$ cat src/rtl/axil_read_addr_fifo.sv
`default_nettype none
// ============================================================================
// Module      : axil_read_addr_fifo
// Description : AXI4-Lite read-address (AR) channel buffer. Holds up to DEPTH
//               beats (address + ARPROT) so that upstream ARREADY is decoupled
//               from downstream backpressure. Output addresses have their
//               ALIGN_LSB low bits cleared; an occupancy count is exported.
// Ports       : ACLK, ARESETn         clock / async active-high reset
//               s_ar{valid,ready,addr,prot}   upstream AR slave port
//               m_ar{valid,ready,addr,prot}   downstream AR master port
//               count, full, empty    occupancy status
// Revision    : 1.0 - initial release
// ============================================================================
module axil_read_addr_fifo #(
  parameter int ADDR_W    = 32,
  parameter int DEPTH     = 4,
  parameter int ALIGN_LSB = 2,
  parameter int CNT_W     = $clog2(DEPTH) + 1
) (
  input  logic              ACLK,
  input  logic              ARESETn,
  input  logic              s_arvalid,
  output logic              s_arready,
  input  logic [ADDR_W-1:0] s_araddr,
  input  logic [2:0]        s_arprot,
  output logic              m_arvalid,
  input  logic              m_arready,
  output logic [ADDR_W-1:0] m_araddr,
  output logic [2:0]        m_arprot,
  output logic [CNT_W-1:0]  count,
  output logic              full,
  output logic              empty
);

  localparam int PTR_W = $clog2(DEPTH);
  // Low ALIGN_LSB bits cleared; ALIGN_LSB = 0 gives an all-ones mask.
  localparam logic [ADDR_W-1:0] ADDR_MASK = ~((ADDR_W'(1) << ALIGN_LSB) - ADDR_W'(1));

  logic [ADDR_W+2:0] mem_q [DEPTH];
  logic [PTR_W-1:0]  wptr_q, wptr_d;
  logic [PTR_W-1:0]  rptr_q, rptr_d;
  logic [CNT_W-1:0]  count_q, count_d;
  logic              push, pop;
  logic [ADDR_W+2:0] head;

  assign full      = (count_q == CNT_W'(DEPTH));
  assign empty     = (count_q == '0);
  assign count     = count_q;

  // Ready comes only from registered occupancy, so there is no path from
  // m_arready to s_arready.
  assign s_arready = !full && !ARESETn;
  assign m_arvalid = !empty;

  assign push = s_arvalid && s_arready;
  assign pop  = m_arvalid && m_arready;

  always_comb begin
    wptr_d  = wptr_q;
    rptr_d  = rptr_q;
    count_d = count_q;
    // Power-of-two depth: pointer overflow is the modulo-DEPTH wrap.
    if (push) wptr_d = wptr_q + PTR_W'(1);
    if (pop)  rptr_d = rptr_q + PTR_W'(1);
    case ({push, pop})
      2'b10:   count_d = count_q + CNT_W'(1);
      2'b01:   count_d = count_q - CNT_W'(1);
      default: count_d = count_q;
    endcase
  end

  always_ff @(posedge ACLK or posedge ARESETn) begin
    if (ARESETn) begin
      wptr_q  <= '0;
      rptr_q  <= '0;
      count_q <= '0;
    end else begin
      wptr_q  <= wptr_d;
      rptr_q  <= rptr_d;
      count_q <= count_d;
    end
  end

  // Storage needs no reset: occupancy alone decides which slots are live,
  // and push is blocked while reset is asserted.
  always_ff @(posedge ACLK) begin
    if (push) mem_q[wptr_q] <= {s_arprot, s_araddr};
  end

  assign head = mem_q[rptr_q];

  // Outputs are forced to zero only during reset; otherwise they follow the
  // head slot (meaningful only while m_arvalid is high).
  assign m_araddr = ARESETn ? '0 : (head[ADDR_W-1:0] & ADDR_MASK);
  assign m_arprot = ARESETn ? '0 : head[ADDR_W+2:ADDR_W];

endmodule
`default_nettype wire
$ cat config.mk
export PLATFORM = sky130hd
export DESIGN_NAME = axil_read_addr_fifo
export DESIGN_NICKNAME = d
export VERILOG_FILES = /design/src/rtl/axil_read_addr_fifo.sv
export SDC_FILE = /design/constraint.sdc
export NUM_CORES = 1
export LEC_CHECK = 0
export ABC_AREA = 0
export CAP_MARGIN = 20
export CELL_PAD_IN_SITES_DETAIL_PLACEMENT = 1
export CELL_PAD_IN_SITES_GLOBAL_PLACEMENT = 2
export CORE_ASPECT_RATIO = 2
export CORE_MARGIN = 2
export CORE_UTILIZATION = 37
export CTS_CLUSTER_SIZE = 28
export DETAILED_ROUTE_END_ITERATION = 8
export GPL_ROUTABILITY_DRIVEN = 1
export PLACE_DENSITY = 0.84
export SLEW_MARGIN = 40
export SYNTH_ARGS = -nofsm -noshare
export SYNTH_HDL_FRONTEND = slang
export SYNTH_SLANG_ARGS = --single-unit
$ cat constraint.sdc
create_clock -name ACLK -period 2.2 [get_ports ACLK]
set_input_delay 0.22 -clock ACLK [delete_from_list [all_inputs] [get_ports ACLK]]
set_output_delay 0.22 -clock ACLK [all_outputs]
set_load 0.02 [all_outputs]
==> flow_summary_export.csv <==
group,metric,value,unit
logic_synthesis,synth_warnings,0,
global_route,track_usage,15.8,%
floorplanning,die-area,15900,sq um
detailed_routing,drt_iter0_drc,203,
logic_synthesis,postSynthAreaPerCell,21.8,sq um
setup_path,reg2reg_depth,9,
setup_path,cpPeakStageDelay,0.49,ns
setup_path,slowest_stage,"mux4_2",
clock_tree,numCtsBuffers,17,
sta,fin_ws,0.00339,ns
global_route,grt_pass1_vias,3139,
setup_path,crit_fanout,6,
detailed_routing,routed_via_density,4.88,
place,dpl.cell_count,525,
power,ir_drop,0.000718,V
logic_synthesis,syn_area,5490,sq um
power,power,9030,uW
outcome,status,"finished, final reports clean",
place,io_buffers,76,
logic_synthesis,yosys_most_used_dff,"edfxtp_1",
logic_synthesis,ys_seq_area_share,75.4,%
place,dpl_cell_area,6600,sq um
sta,fin_crit,2.20,ns
hold_path,worstHoldPathType,"input pin to asynchronous set/reset pin",
place,detailed_place_hpwl,7270,um
logic_synthesis,syn-instance-count,252,
clock_tree,cts-root-buf,"clkbuf_16",
finish,finalInstanceArea,7180,sq um
sta,fmax,455,MHz
finish,synthToLayoutAreaGrowth,30.8,%
clock_tree,clock-sinks,139,
floorplanning,placementRows,63,
setup_path,rrSetupSlack,0.16,ns
clock_tree,cts_max_path_buffers,2,
clock_tree,cts_tree,"built",
setup_path,cp-start-kind,"flip-flop",
sta,fin_crit_sh,99.8,%
setup_path,startpoint,"rptr_q[0]$_DFFE_PP0P_",
detailed_routing,wl_per_cell,20.9,um
global_route,antenna_found_initial,0,
detailed_routing,firstDrtPassIters,7,
sta,finalSetupViolations,0,
sta,final_hold_viol_count,0,
finish,layout-drive-gt1-share,36.1,%
clock_tree,cts_hold_buffers,0,
place,place_ws,0.0766,ns
clock_tree,clock_latency,0.42,ns
setup_path,crit_cells,6,
setup_path,r2r_start,"count[0]$_DFFE_PP0P_",
setup_path,end_kind,"output port",
setup_path,cp_cell_sequence,"buf_6, buf_8, buf_4, mux4_2, and2_1, buf_2",
floorplanning,die_y,176,um
detailed_routing,drc_errors,0,
logic_synthesis,yosysTopAreaCellShare,72.2,%
floorplanning,start_util,37.4,%
logic_synthesis,synth_edf_count,132,
detailed_routing,routed_wl,11700,um
sta,slew_viol_final,0,
setup_path,arrival,1.98,ns
power,cellLeakagePower,0.00253,uW
logic_synthesis,synthTopCellsByArea,"edfxtp_1 72%, mux4_2 11%, and2_1 4.2%, dfrtp_1 3.2%, mux4_1 2.4%",
clock_tree,h-tree-depth,4,
global_route,grt_pass1_wl,18400,um
global_route,grt_max_degree,41,
finish,nets,402,
floorplanning,die_w,90.1,um
flow_run,drv_cap,0,
sta,clock_skew,0.00842,ns
detailed_routing,final_antenna_net_count,0,
setup_path,r2r-end,"count[2]$_DFFE_PP0P_",
setup_path,critical-path-top-delay-family,"buffers and inverters",
setup_path,worstPathRequired,1.98,ns
floorplanning,pin_count,81,
detailed_routing,vias,2748,
setup_path,crit_type,"flip-flop to output port",
finish,antenna_cells,0,
sta,fin_tns_setup,0,ns
setup_path,endpoint,"m_araddr[26]",
global_route,overflow,0,
setup_path,path_buf_inv,4,
logic_synthesis,synth_top_cell_by_area,"edfxtp_1",
power,p_per_area,1260,nW/um^2
clock_tree,path_clk_slew,0.05,ns
place,place_congestion,0.693,
logic_synthesis,synth_cell_types,23,
logic_synthesis,synth-seq-cells,139,
sta,rsz0062_at_grt,"true",
finish,instances_no_fill,563,
floorplanning,coreArea,14700,sq um
logic_synthesis,ys_async_sr_fraction,5.04,%
[worst register-to-register path, stage by stage (launching register included)]
cell and delay [ns]:
dfrtp_1 0.47, nor3b_4 0.27, nor3b_2 0.09, inv_1 0.06, ha_1 0.19, inv_1 0.07
fa_1 0.38, xor2_1 0.16, nor2_1 0.11, xor2_1 0.16
[layout by cell type, fill, tap and decap left out, types with 8 or more instances in the layout]
cell type        count
mux4_2              31
and2_4              10
and2_1              23
buf_2               24
inv_1                8
clkbuf_16           17
buf_6               12
buf_12              10
clkdlybuf4s50_1     42
edfxtp_1           132
[how the worst min path moves through the flow]
stage                         start                    to  slack (ns)  cells after the start
3_3_place_gp   count[2]$_DFFE_PP0P_  count[2]$_DFFE_PP0P_        0.53                      1
6_report                    ARESETn  count[0]$_DFFE_PP0P_        0.23                      3
2_1_floorplan               ARESETn  count[0]$_DFFE_PP0P_        0.27                      2
5_1_grt                     ARESETn  count[0]$_DFFE_PP0P_        0.25                      3
4_1_cts                     ARESETn  count[0]$_DFFE_PP0P_        0.24                      3
3_5_place_dp   count[2]$_DFFE_PP0P_  count[2]$_DFFE_PP0P_        0.57                      1
[power by group]
group / total (uW) / leakage, uW / internal [uW] / switching (uW)
clock: 2670 / 0.000270 / 1640 / 1030
sequential: 3420 / 0.00128 / 3260 / 164
combinational: 2940 / 0.000987 / 1580 / 1360
[cell usage after synthesis (2+ instances only)]
master,n
xnor2_1,3
buf_4,2
buf_12,3
dfrtp_1,7
inv_1,8
edfxtp_1,132
mux4_1,5
nor2_1,2
nor3b_2,2
ha_1,5
mux4_2,28
and2_1,37
buf_2,3
xor2_1,3
clkbuf_1,4
[through the flow]
step | utilization [%] | hold WS, ns
detailed placement | 45.0 | 0.567
global route | 49.0 | 0.252
global placement | 45.0 | 0.531
CTS | 49.1 | 0.238
floorplan | - | 0.269
finish | 49.0 | 0.232
[cells by family after synthesis]
group | Yosys count | synth area share, %
other | 1 | 0.0683
muxes | 35 | 14.3
and+or+nand+nor | 43 | 4.99
DFF | 139 | 75.4
buffers and inverters | 21 | 2.67
xor gates and xnor gates | 6 | 0.957
adders and majority gates | 6 | 1.50
AOI/OAI and AO/OA | 1 | 0.160
[timing repair]
| item | in CTS | in global routing |
|---|---|---|
| cloned | 2 | 0 |
| endpoints found under the setup margin | 34 | 27 |
| buffers inserted | 6 | 1 |
| gates resized for setup | 148 | 23 |
[sequential cells by signal (all words and copies together), names as in the netlist]
| register | count |
|---|---|
| mem_q | 132 |
| wptr_q | 2 |
| rptr_q | 2 |
| count | 3 |
[per-layer routing]
| layer | up-vias | global-route usage [%] | part of all wire [%] |
|---|---|---|---|
| met1 | 1438 | 17.9 | 39 |
| met2 | 89 | 28.2 | 55 |
| met4 | 0 | 5.32 | 1.4 |
| li1 | 1205 | - | - |
| met5 | - | 0 | 0 |
| met3 | 16 | 4.99 | 4.5 |
[area by class of cell]
type / count / area, sq um
fill: 1377 / 7480
clock inverter: 13 / 129
timing repair buffer: 98 / 980
clock buffer: 17 / 425
multi-input combinational: 93 / 1230
tap: 195 / 244
inverter: 8 / 30.0
sequential: 139 / 4140
Note: power is estimated with default switching activity, not from simulation.
